### config.mk
export PLATFORM = sky130hd
export DESIGN_NAME = btn_event_arbiter
export DESIGN_NICKNAME = d
export VERILOG_FILES = /design/src/rtl/btn_pkg.sv /design/src/rtl/btn_repeat_timer.sv /design/src/rtl/btn_event_arbiter.sv
export SDC_FILE = /design/constraint.sdc
export NUM_CORES = 1
export LEC_CHECK = 0
export ABC_AREA = 1
export CAP_MARGIN = 20
export CELL_PAD_IN_SITES_DETAIL_PLACEMENT = 0
export CELL_PAD_IN_SITES_GLOBAL_PLACEMENT = 1
export CORE_MARGIN = 5
export CORE_UTILIZATION = 38
export DETAILED_ROUTE_END_ITERATION = 7
export PLACE_DENSITY_LB_ADDON = 0.1
export SKIP_LAST_GASP = 1
export SLEW_MARGIN = 25
export SYNTH_ARGS = -nofsm -noshare
export SYNTH_HDL_FRONTEND = slang
export SYNTH_HIERARCHICAL = 1
export SYNTH_SLANG_ARGS = --single-unit
### constraint.sdc
create_clock -name clk -period 4.2 [get_ports clk]
set_clock_uncertainty 0.05 [all_clocks]
set_input_delay 0.42 -clock clk [delete_from_list [all_inputs] [get_ports clk]]
set_output_delay 0.42 -clock clk [all_outputs]
set_load 0.05 [all_outputs]
### src/rtl/btn_pkg.sv
// rtl/btn_pkg.sv - shared types, defaults and round-robin pick helper for the button event arbiter
package btn_pkg;

    localparam int BTN_MAX        = 16;
    localparam int BTN_N_DEF      = 5;
    localparam int REPEAT_DLY_DEF = 50000000;
    localparam int REPEAT_PER_DEF = 10000000;

    typedef enum logic {
        IDLE    = 1'b0,
        PRESENT = 1'b1
    } arb_state_e;

    typedef struct packed {
        logic       any;
        logic [3:0] idx;
    } rr_pick_t;

    // First set bit starting at ptr, wrapping at n by compare-and-subtract.
    function automatic rr_pick_t rr_pick(input logic [BTN_MAX-1:0] pend,
                                         input logic [3:0] ptr,
                                         input int n);
        rr_pick_t r;
        int       j;
        r = '0;
        for (int k = BTN_MAX - 1; k >= 0; k--) begin
            if (k < n) begin
                j = int'(ptr) + k;
                if (j >= n) begin
                    j = j - n;
                end
                if (pend[j[3:0]]) begin
                    r.any = 1'b1;
                    r.idx = j[3:0];
                end
            end
        end
        return r;
    endfunction

endpackage

### src/rtl/btn_repeat_timer.sv
// rtl/btn_repeat_timer.sv - per-button hold timer producing auto-repeat request pulses
module btn_repeat_timer #(
    parameter int REPEAT_DLY = 50000000,
    parameter int REPEAT_PER = 10000000
) (
    input  logic clk,
    input  logic rst,
    input  logic level,
    output logic rep_pulse
);
    localparam int CW = $clog2(REPEAT_DLY);

    logic [CW-1:0] cnt_q, cnt_d;

    always_comb begin
        rep_pulse = level && (cnt_q == CW'(REPEAT_DLY - 1));
        cnt_d     = cnt_q;
        if (!level) begin
            cnt_d = '0;
        end else if (rep_pulse) begin
            cnt_d = CW'(REPEAT_DLY - REPEAT_PER);
        end else begin
            cnt_d = cnt_q + 1'b1;
        end
    end

    always_ff @(posedge clk) begin
        if (rst) begin
            cnt_q <= '0;
        end else begin
            cnt_q <= cnt_d;
        end
    end

endmodule

### src/rtl/btn_event_arbiter.sv
// rtl/btn_event_arbiter.sv - latches button presses as pending requests and serialises them round-robin
// into a valid/ready id stream; define BTN_REPEAT_EN for auto-repeat of held buttons.
module btn_event_arbiter
    import btn_pkg::*;
#(
    parameter  int N_BTN      = BTN_N_DEF,
    parameter  int REPEAT_DLY = REPEAT_DLY_DEF,
    parameter  int REPEAT_PER = REPEAT_PER_DEF,
    localparam int ID_W       = $clog2(N_BTN)
) (
    input  logic             clk,
    input  logic             rst,
    input  logic [N_BTN-1:0] btn_pulse,
    input  logic [N_BTN-1:0] btn_level,
    output logic             evt_valid,
    input  logic             evt_ready,
    output logic [ID_W-1:0]  evt_id,
    output logic [N_BTN-1:0] pending,
    output logic             evt_overrun,
    output logic [7:0]       ovr_cnt
);
    arb_state_e        state_q, state_d;
    logic              evt_valid_q, evt_valid_d;
    logic [ID_W-1:0]   evt_id_q, evt_id_d;
    logic [ID_W-1:0]   rr_ptr_q, rr_ptr_d;
    logic [N_BTN-1:0]  pending_q, pending_d;
    logic              overrun_q, overrun_d;
    logic [7:0]        ovr_cnt_q, ovr_cnt_d;

    logic [N_BTN-1:0]   req;
    logic [N_BTN-1:0]   clear;
    logic [N_BTN-1:0]   drop;
    logic [BTN_MAX-1:0] pend_ext;
    logic [3:0]         ptr_ext;
    rr_pick_t           pick;

`ifdef BTN_REPEAT_EN
    logic [N_BTN-1:0] rep_pulse;

    for (genvar g = 0; g < N_BTN; g++) begin : g_rep
        btn_repeat_timer #(
            .REPEAT_DLY (REPEAT_DLY),
            .REPEAT_PER (REPEAT_PER)
        ) u_rep (
            .clk       (clk),
            .rst       (rst),
            .level     (btn_level[g]),
            .rep_pulse (rep_pulse[g])
        );
    end
`else
    logic unused_level;
    assign unused_level = ^btn_level;
`endif

    always_comb begin
`ifdef BTN_REPEAT_EN
        req = btn_pulse | rep_pulse;
`else
        req = btn_pulse;
`endif
        pend_ext               = '0;
        pend_ext[N_BTN-1:0]    = pending_q;
        ptr_ext                = '0;
        ptr_ext[ID_W-1:0]      = rr_ptr_q;
        pick                   = rr_pick(pend_ext, ptr_ext, N_BTN);

        state_d     = state_q;
        evt_valid_d = evt_valid_q;
        evt_id_d    = evt_id_q;
        rr_ptr_d    = rr_ptr_q;
        clear       = '0;

        case (state_q)
            IDLE: begin
                if (pick.any) begin
                    clear       = {{(N_BTN-1){1'b0}}, 1'b1} << pick.idx;
                    evt_id_d    = pick.idx[ID_W-1:0];
                    evt_valid_d = 1'b1;
                    state_d     = PRESENT;
                end
            end
            PRESENT: begin
                if (evt_ready) begin
                    evt_valid_d = 1'b0;
                    rr_ptr_d    = (evt_id_q == ID_W'(N_BTN - 1)) ? '0 : evt_id_q + 1'b1;
                    state_d     = IDLE;
                end
            end
            default: state_d = IDLE;
        endcase

        // A request on the bit being granted re-arms it rather than counting as a drop.
        drop      = req & pending_q & ~clear;
        pending_d = (pending_q & ~clear) | req;
        overrun_d = |drop;
        ovr_cnt_d = (overrun_d && ovr_cnt_q != 8'hFF) ? ovr_cnt_q + 8'd1 : ovr_cnt_q;
    end

    always_ff @(posedge clk) begin
        if (rst) begin
            state_q     <= IDLE;
            evt_valid_q <= 1'b0;
            evt_id_q    <= '0;
            rr_ptr_q    <= '0;
            pending_q   <= '0;
            overrun_q   <= 1'b0;
            ovr_cnt_q   <= '0;
        end else begin
            state_q     <= state_d;
            evt_valid_q <= evt_valid_d;
            evt_id_q    <= evt_id_d;
            rr_ptr_q    <= rr_ptr_d;
            pending_q   <= pending_d;
            overrun_q   <= overrun_d;
            ovr_cnt_q   <= ovr_cnt_d;
        end
    end

    assign evt_valid   = evt_valid_q;
    assign evt_id      = evt_id_q;
    assign pending     = pending_q;
    assign evt_overrun = overrun_q;
    assign ovr_cnt     = ovr_cnt_q;

endmodule
==> impl_metrics.json, run 1 <==
{
  "drive_above_1_share": 0.1011,
  "syn_nets": 375,
  "min_path_type": "reg -> reg",
  "post_drt_wl_per_cell_um": 12.69,
  "insertedDiodeCount": 0,
  "synth_cell_types": 31,
  "firstDrtPassIters": 4,
  "p_per_area_nw_per_um2": 692.0,
  "period_minus_slack_ps": 3721,
  "hold_viol": 0,
  "hold_depth": 2,
  "clk_pin_slew_ps": 90,
  "maxSlewViolCount": 0,
  "hp-start": "evt_valid",
  "maxSlewHeadroom": 0.5843,
  "synth_top_area_frac": 0.2085,
  "grt_pass1_vias": 2137,
  "clock_latency_ps": 270,
  "root_buffer": "clkbuf_8",
  "clockPowerShare": 0.115,
  "start_util": 0.3883,
  "grt-ovfl-total": 0,
  "syn_inst": 347,
  "max_freq_mhz": 268.8,
  "netlist_area_um2": 2112,
  "final_area_um2": 2531,
  "post_cts_resized": 0,
  "cts_setup_buffers": 0,
  "grt_max_degree": 18,
  "setup_viol": 0,
  "synthTopCellsByArea": "dfxtp_1, nand2_1, nand3_1",
  "nFillCells": 606,
  "placed_cell_area_um2": 2460,
  "r2r_cells": 23,
  "cp_max_fo": 10,
  "ff_latch_area_um2": 440.4,
  "clockBufferDepth": 2,
  "ff2ff_setup_slack_ps": 480,
  "die_w_um": 84.55,
  "postCtsHoldBufs": 0,
  "switchingPower_uw": 967.5,
  "multi_input_area_um2": 1503,
  "p_leak_uw": 0.001224,
  "finalCritPeriodShare": 0.8858,
  "reg2reg_to": "ovr_cnt[5]",
  "setup_tns_ps": 0,
  "clock-sinks": 22,
  "critPathCaptureType": "register",
  "yosysWarnings": 6,
  "cp.required_ps": 4350,
  "dp.final_hpwl_mm": 4.618,
  "status": "complete, no violations",
  "async_flop_share": 0,
  "gp_congestion": 0.8101,
  "setup.worst_path.class": "reg -> reg",
  "synth_edf_count": 0,
  "ys_seq_area_frac": 0.2085,
  "drv_cap": 0,
  "yosys.area.top_type": "dfxtp_1",
  "cp-start-kind": "register",
  "fin_nets": 405,
  "pwr-share-comb": 0.716,
  "synth-seq-cells": 22,
  "num_vias": 2199,
  "htree_levels": 1,
  "die-area_um2": 7149,
  "rr_startpoint": "rr_ptr_q[1]",
  "io_buffers": 25,
  "antenna_found_initial": 0,
  "placementRows": 27,
  "p_int_uw": 784.0,
  "drt-total-wl_mm": 5.685,
  "dieHeight_um": 84.55,
  "synth_top_flop_cell": "dfxtp_1",
  "viasPerCell": 4.908,
  "grt_pass1_wl_mm": 10.05,
  "worstMarginPinSlew_ps": 621.6,
  "synth.avg_cell_area_um2": 6.087,
  "swShare": 0.5524,
  "power.share.sequential": 0.170,
  "ir_drop_v": 0.0004121,
  "grt.total_usage": 0.1690,
  "core_um2": 5439,
  "cp.arrival_ps": 3870,
  "cts_inserted_buffers": 3,
  "ios": 31,
  "synthToLayoutAreaGrowth_pct": 19.85,
  "cts_tree": "built",
  "min_to": "evt_valid",
  "drtIter0Drc": 159,
  "ant_nets": 0,
  "drc": 0,
  "rsz0062_at_grt": "no"
}
cells in the mapped netlist (all sizes together) (2+ instances only):
master / count
dfxtp: 22
xor2: 7
clkbuf: 2
a21oi: 25
nand3: 53
o21ai: 13
ha: 14
xnor2: 3
nor2: 27
o22ai: 2
inv: 41
nand4: 3
nand3b: 3
nand2: 123
cells in the final DEF (no fill, tap or decap), types with 4 or more instances in the layout:
master	count
nand2_1	109
nand3_1	49
inv_1	35
clkdlybuf4s50_1	25
a21oi_1	24
dfxtp_1	22
nor2_1	21
ha_1	14
nand2_2	11
o21ai_0	9
xor2_1	7
inv_2	6
nand3_2	4
o21ai_1	4
nor2_2	4
metrics by stage:
step	std cells	utilization	total power [uW]	setup WS (ps)	hold WS, ps
3_5_place_dp	444	0.4523	1561	476.2	414.5
4_1_cts	448	0.4654	1768	455.0	445.7
6_report	448	0.4654	1752	479.5	438.7
2_1_floorplan	347	-	1253	1183	403.6
3_3_place_gp	444	0.4523	1561	443.2	420.3
5_1_grt	448	0.4654	1955	2.963	456.0
flip-flops by register name, summed over array words and instances, names as in the netlist:
signal	count
state_q	1
ovr_cnt	8
pending	5
evt_id	3
evt_valid	1
rr_ptr_q	3
evt_overrun	1
area by class of cell:
type / count / area share
Clock buffer: 3 / 0.01631
Clock inverter: 1 / 0.01186
Inverter: 41 / 0.06080
Multi-Input combinational cell: 281 / 0.5937
Sequential cell: 22 / 0.1740
Tap cell: 72 / 0.03559
Timing Repair Buffer: 28 / 0.1078
worst max-delay path by stage:
stage / start / endpoint / cells past startpoint
finish: rr_ptr_q[1] / ovr_cnt[5] / 23
global route: rr_ptr_q[1] / ovr_cnt[2] / 23
CTS: rr_ptr_q[1] / ovr_cnt[4] / 23
detailed placement: rr_ptr_q[1] / ovr_cnt[4] / 23
global placement: rr_ptr_q[1] / ovr_cnt[4] / 23
floorplan: rr_ptr_q[1] / ovr_cnt[2] / 24
cell families (layout without fill, tap and decap cells):
family          count (synthesis)  count (layout)  synth area share
flops                          22              22            0.2085
compound gates                 45              45            0.1155
fa+ha+maj                      15              15           0.09242
xor+xnor                       10              10           0.04147
simple gates                  211             211            0.4621
buf+inv                        44              73           0.07998
layer usage:
| layer | track usage | part of all wire | up-vias |
|---|---|---|---|
| li1 | - | - | 1181 |
| met5 | 0 | 0 | - |
| met3 | 0.01865 | 0.028 | 8 |
| met1 | 0.2375 | 0.49 | 974 |
| met2 | 0.2783 | 0.47 | 36 |
| met4 | 0.03597 | 0.015 | 0 |
power by group through the flow:
stage	registers [uW]	clock network [uW]	logic, uW
global route	307	215	1430
finish	297	201	1250
global placement	302	0	1260
floorplan	404	0	849
detailed placement	302	0	1260
CTS	298	204	1270
critical path: stages, from the launching register on:
cell,delay (ps)
dfxtp_1,540
inv_1,270
ha_1,400
nand2_1,110
nand2_1,140
o21ai_0,330
nand3_1,120
nand2_1,80
nand2_1,50
nand2_1,60
nand2_1,110
inv_1,130
nor2_1,80
nand3_2,100
nand2_2,90
inv_2,100
nand3_1,110
nor2_2,180
nor2_2,60
nor2_4,120
nand2_4,120
nand2_4,120
nand2_1,70
a21oi_1,110
(Power assumes the default switching activity.)
==> run 2, diff against run 1 <==
--- a/config.mk
+++ b/config.mk
@@ -10,8 +10,10 @@
 export CELL_PAD_IN_SITES_DETAIL_PLACEMENT = 0
 export CELL_PAD_IN_SITES_GLOBAL_PLACEMENT = 1
 export CORE_MARGIN = 5
-export CORE_UTILIZATION = 38
+export CORE_UTILIZATION = 46
+export CTS_BUF_LIST = sky130_fd_sc_hd__clkbuf_2 sky130_fd_sc_hd__clkbuf_4 sky130_fd_sc_hd__clkbuf_8
 export DETAILED_ROUTE_END_ITERATION = 7
+export DONT_BUFFER_PORTS = 1
 export PLACE_DENSITY_LB_ADDON = 0.1
 export SKIP_LAST_GASP = 1
 export SLEW_MARGIN = 25
@@ -19,3 +21,4 @@
 export SYNTH_HDL_FRONTEND = slang
 export SYNTH_HIERARCHICAL = 1
 export SYNTH_SLANG_ARGS = --single-unit
+export TNS_END_PERCENT = 1
==> run 2 against run 1 <==
Final cell count fell by 9.6%. Clock power is 3% lower. Global-route usage grew 1.0 points. Combinational power down 12%. Sequential power rose by 29%. Critical path type unchanged. Total power is 4.5% lower. Largest power group unchanged. Sequential share of layout area is 2.0 points higher. Count of clock-buffer cells in the layout unchanged.
==> impl_metrics.json, run 2 (synthesis results as in run 1) <==
{
  "grt_pass1_wl_mm": 9.059,
  "setup_ws_ps": 437.5,
  "clockBufferDepth": 2,
  "core_um2": 4414,
  "drtIter0Drc": 92,
  "grt.total_usage": 0.1792,
  "clock-sinks": 22,
  "r2r_cells": 22,
  "setup.worst_path.class": "reg -> reg",
  "p_leak_uw": 0.001143,
  "num_vias": 2077,
  "hold_viol": 0,
  "drt-total-wl_mm": 5.291,
  "min_path_type": "in -> reg",
  "postCtsHoldBufs": 0,
  "io_buffers": 0,
  "p_per_area_nw_per_um2": 736.5,
  "rsz0062_at_grt": "no",
  "maxSlewViolCount": 0,
  "layout_common_cells": "nand2_1, nand3_1, inv_1, a21oi_1, dfxtp_1",
  "dieHeight_um": 77.76,
  "rr_startpoint": "rr_ptr_q[1]",
  "viasPerCell": 5.128,
  "root_buffer": "clkbuf_8",
  "dp.final_hpwl_mm": 4.303,
  "ios": 31,
  "drv_cap": 0,
  "post_drt_wl_per_cell_um": 13.06,
  "hold_depth": 1,
  "grt-ovfl-total": 0,
  "gp_congestion": 0.8607,
  "setup_tns_ps": 0,
  "cts_inserted_buffers": 3,
  "stdcell_count": 405,
  "cp.arrival_ps": 3910,
  "grt_pass1_vias": 1832,
  "max_freq_mhz": 265.8,
  "antenna_found_initial": 0,
  "post_cts_resized": 0,
  "dp_slack_ps": 509.3,
  "ir_drop_v": 0.0003612,
  "cts_tree": "built",
  "finalCritPeriodShare": 0.8958,
  "grt_max_degree": 18,
  "worstMarginPinSlew_ps": 665.5,
  "placementRows": 24,
  "period_minus_slack_ps": 3763,
  "place_inst": 401,
  "synthToLayoutAreaGrowth_pct": 7.524,
  "cp-start-kind": "register",
  "cp_max_fo": 10,
  "largest_reg_flops": 8,
  "fin_nets": 382,
  "critPathCaptureType": "register",
  "grt_util_met1": 0.2761,
  "min_to": "ovr_cnt[1]",
  "clock_latency_ps": 260,
  "insertedDiodeCount": 0,
  "maxSlewHeadroom": 0.5557,
  "htree_levels": 1,
  "ff2ff_setup_slack_ps": 440,
  "critPathLaunch": "rr_ptr_q[1]",
  "start_util": 0.4785,
  "cts_setup_buffers": 0,
  "firstDrtPassIters": 4,
  "drc": 0,
  "use_met2": 0.2613,
  "cp.required_ps": 4350,
  "final_common_cell": "nand2_1",
  "die_w_um": 77.76,
  "reg2reg_to": "ovr_cnt[7]",
  "die-area_um2": 6047,
  "status": "complete, no violations",
  "met3_usage": 0.03704,
  "setup_viol": 0,
  "ant_nets": 0,
  "clk_pin_slew_ps": 80,
  "hp-start": "rst",
  "drive_above_1_share": 0.1133,
  "grt.busiest_layer": "met1"
}
run 2: how the worst max path moves through the flow:
stage,to,slack [ps],depth (start not counted)
5_1_grt,ovr_cnt[3],10,27
3_5_place_dp,ovr_cnt[2],510,22
6_report,ovr_cnt[7],440,22
3_3_place_gp,ovr_cnt[6],510,22
2_1_floorplan,ovr_cnt[2],1180,24
4_1_cts,ovr_cnt[7],480,22
run 2: cell type report:
class	instances	area, um^2
Clock buffer	3	41.29
Clock inverter	1	30.03
Fill cell	480	2143
Inverter	41	153.9
Multi-Input combinational cell	281	1503
Sequential cell	22	440.4
Tap cell	52	65.06
Timing Repair Buffer	5	37.54
run 2: layer usage:
layer | wire (um) | vias up
li1 | - | 1136
met2 | 2159 | 36
met5 | 0 | -
met3 | 265 | 2
met4 | 12 | 0
met1 | 2855 | 903
run 2: worst max-delay path: stages (launching register included):
cell and delay (ps):
dfxtp_1 540, inv_1 270, ha_1 530, inv_2 140
nand2_1 110, nand3_1 160, nand2_1 150, nand2_1 60
nand3b_1 80, nand2_1 90, a21boi_0 190, nand2_1 80
nand2_1 70, nand3_1 100, nand2_1 100, nand2_2 70
nor2_2 180, a21oi_1 140, nor2_4 150, nand2_4 110
nand2_4 110, nand2_1 70, a21oi_1 140
run 2: per-stage QoR:
stage / total power, uW / hold WS, ps / util / instance area (um^2)
final: 1673 / 168.2 / 0.5145 / 2271
after global routing: 1866 / 144.4 / 0.5145 / 2271
after CTS: 1679 / 153.8 / 0.5145 / 2271
after detailed placement: 1478 / 440.8 / 0.4983 / 2200
after global placement: 1474 / 429.2 / 0.4983 / 2200
after floorplan: 1253 / 403.6 / - / 2112
run 2: where the power goes:
| group | total (uW) | leakage [uW] | internal, uW | switching (uW) |
|---|---|---|---|---|
| clock network | 195 | 0.0000357 | 127 | 67.3 |
| registers | 382 | 0.000181 | 252 | 131 |
| logic | 1100 | 0.000926 | 354 | 742 |
| total | 1670 | 0.00114 | 733 | 940 |
==> run 3, diff against run 2 <==
==> constraint.sdc (replaced) <==
create_clock -name clk -period 4.2 [get_ports clk]
set_clock_uncertainty 0.05 [all_clocks]
set_input_delay 0.42 -clock clk [delete_from_list [all_inputs] [get_ports clk]]
set_output_delay 0.42 -clock clk [all_outputs]
set_load 0.1 [all_outputs]
==> run 3 against run 2 <==
Clock power is 22% lower. Fmax is 2.6% higher. Critical path depth is 2 higher. First-iteration DRC count is 49% higher. Via count is 4.3% higher. Sequential power is 1% lower. Worst hold slack worse by 2.3 ps. Largest cell class unchanged. Highest routed layer unchanged.
==> impl_metrics.json, run 3 (synthesis results as in run 1) <==
{
  "status": "complete, no violations",
  "cts_setup_buffers": 0,
  "post_drt_wl_per_cell_um": 13.24,
  "drv_cap": 0,
  "die-area_um2": 6047,
  "cp.required_ps": 4350,
  "final_common_cell": "nand2_1",
  "viasPerCell": 5.222,
  "fin_nets": 392,
  "p_per_area_nw_per_um2": 760.9,
  "cts_inserted_buffers": 3,
  "dr_wl_met3_um": 228,
  "ir_drop_v": 0.0004334,
  "ios": 31,
  "htree_levels": 1,
  "cp.arrival_ps": 3810,
  "cp_max_fo": 10,
  "maxSlewViolCount": 0,
  "io_buffers": 0,
  "clockPowerShare": 0.086,
  "clock-sinks": 22,
  "placementRows": 24,
  "grt-ovfl-total": 0,
  "clk_pin_slew_ps": 80,
  "final_area_um2": 2330,
  "insertedDiodeCount": 0,
  "ant_nets": 0,
  "final_util": 0.5278,
  "clockBufferDepth": 2,
  "start_util": 0.4785,
  "critPathCaptureType": "register",
  "period_minus_slack_ps": 3666,
  "dp.final_hpwl_mm": 4.434,
  "drtIter0Drc": 137,
  "core_um2": 4414,
  "max_stage_delay_ps": 520,
  "postCtsHoldBufs": 0,
  "placed_cell_area_um2": 2275,
  "setup.worst_path.class": "reg -> reg",
  "max_freq_mhz": 272.8,
  "min_path_type": "in -> reg",
  "hold_viol": 0,
  "worstPathCellList": "inv_1 > ha_1 > inv_2 > nand2_1 > nand3_1 > nand2_1 > nand2_1 > nand3_1 > nand2_1 > inv_1 > nand2_1 > nand2_1 > nand3_1 > nand3_2 > nand2_1 > nand2_1 > nand3_1 > nand2_1 > inv_1 > nor2_4 > nand2_4 > nand2_4 > nand2_1 > a21oi_1",
  "gp_congestion": 0.8509,
  "dieHeight_um": 77.76,
  "cp-start-kind": "register",
  "power.share.sequential": 0.213,
  "switchingPower_uw": 1069,
  "finalCritPeriodShare": 0.8728,
  "grt_pass1_vias": 1972,
  "die_w_um": 77.76,
  "drc": 0,
  "cts_tree": "built",
  "pwr-share-comb": 0.700,
  "antenna_found_initial": 0,
  "layout_common_cells": "nand2_1, nand3_1, inv_1, a21oi_1, dfxtp_1",
  "grt.total_usage": 0.1847,
  "rsz0062_at_grt": "no",
  "crit_path_frequent_cell": "nand2_1",
  "met2WireLength_mm": 2.476,
  "swShare": 0.6031,
  "p_int_uw": 703.6,
  "p_leak_uw": 0.001189,
  "synthToLayoutAreaGrowth_pct": 10.31,
  "grt_pass1_wl_mm": 9.404,
  "post_cts_resized": 0,
  "routed.top_layer": "met4",
  "setup_tns_ps": 0,
  "setup_viol": 0,
  "largest_reg_flops": 8,
  "drive_above_1_share": 0.1377,
  "firstDrtPassIters": 4,
  "slowest_stage": "dfxtp_1",
  "ff2ff_setup_slack_ps": 530,
  "wl_met1_mm": 2.763,
  "maxSlewHeadroom": 0.2952,
  "clock_latency_ps": 260,
  "num_vias": 2167,
  "drt-total-wl_mm": 5.495,
  "grt_max_degree": 18,
  "root_buffer": "clkbuf_8",
  "worstMarginPinSlew_ps": 1056
}
[run 3: cell types whose count changed in the layout (fill, tap and decap cells not counted)]
cell	before	now
bufinv_16	1	0
buf_4	5	15
clkbuf_8	3	4
[run 3: per-layer routing]
metal / vias up / GRT usage
met5: - / 0
met4: 0 / 0.02921
met3: 5 / 0.03125
met2: 37 / 0.2888
met1: 967 / 0.2691
li1: 1158 / -
[run 3: stage by stage]
stage	power (uW)	setup WS (ps)	hold slack (ps)	std cells
global route	1947	50.31	150.1	415
finish	1773	534.4	165.9	415
global placement	1613	511.3	428.1	411
floorplan	1371	1162	403.6	347
CTS	1777	500.9	156.9	415
detailed placement	1615	523.8	443.0	411
[run 3: worst paths after layout]
path	startpoint	to	depth (start not counted)
max	rr_ptr_q[1]	ovr_cnt[3]	24
max reg2reg	rr_ptr_q[1]	ovr_cnt[3]	24
min	rst	ovr_cnt[1]	1
min reg2reg	state_q	state_q	2
[run 3: final cells by class]
cell class                 instances  area [um^2]
inverter                          41        153.9
multi-input combinational        281         1503
clock buffer                       4        55.05
fill                             474         2085
sequential                        22        440.4
timing repair buffer              15        112.6
tap                               52        65.06
[run 3: worst max-delay path: cells and delay by family, from the launching register on]
kind / cells / cell delay (ps)
adders and majority gates: 1 / 520
buffers and inverters: 4 / 550
and+or+nand+nor: 18 / 1820
DFF: 1 / 520
AOI/OAI and AO/OA: 1 / 130
[run 3: power groups by stage]
stage               clock, uW  sequential [uW]  combinational (uW)
CTS                       159              380                1240
global placement            0              384                1230
detailed placement          0              385                1230
global route              169              386                1390
floorplan                   0              521                 850
finish                    153              378                1240
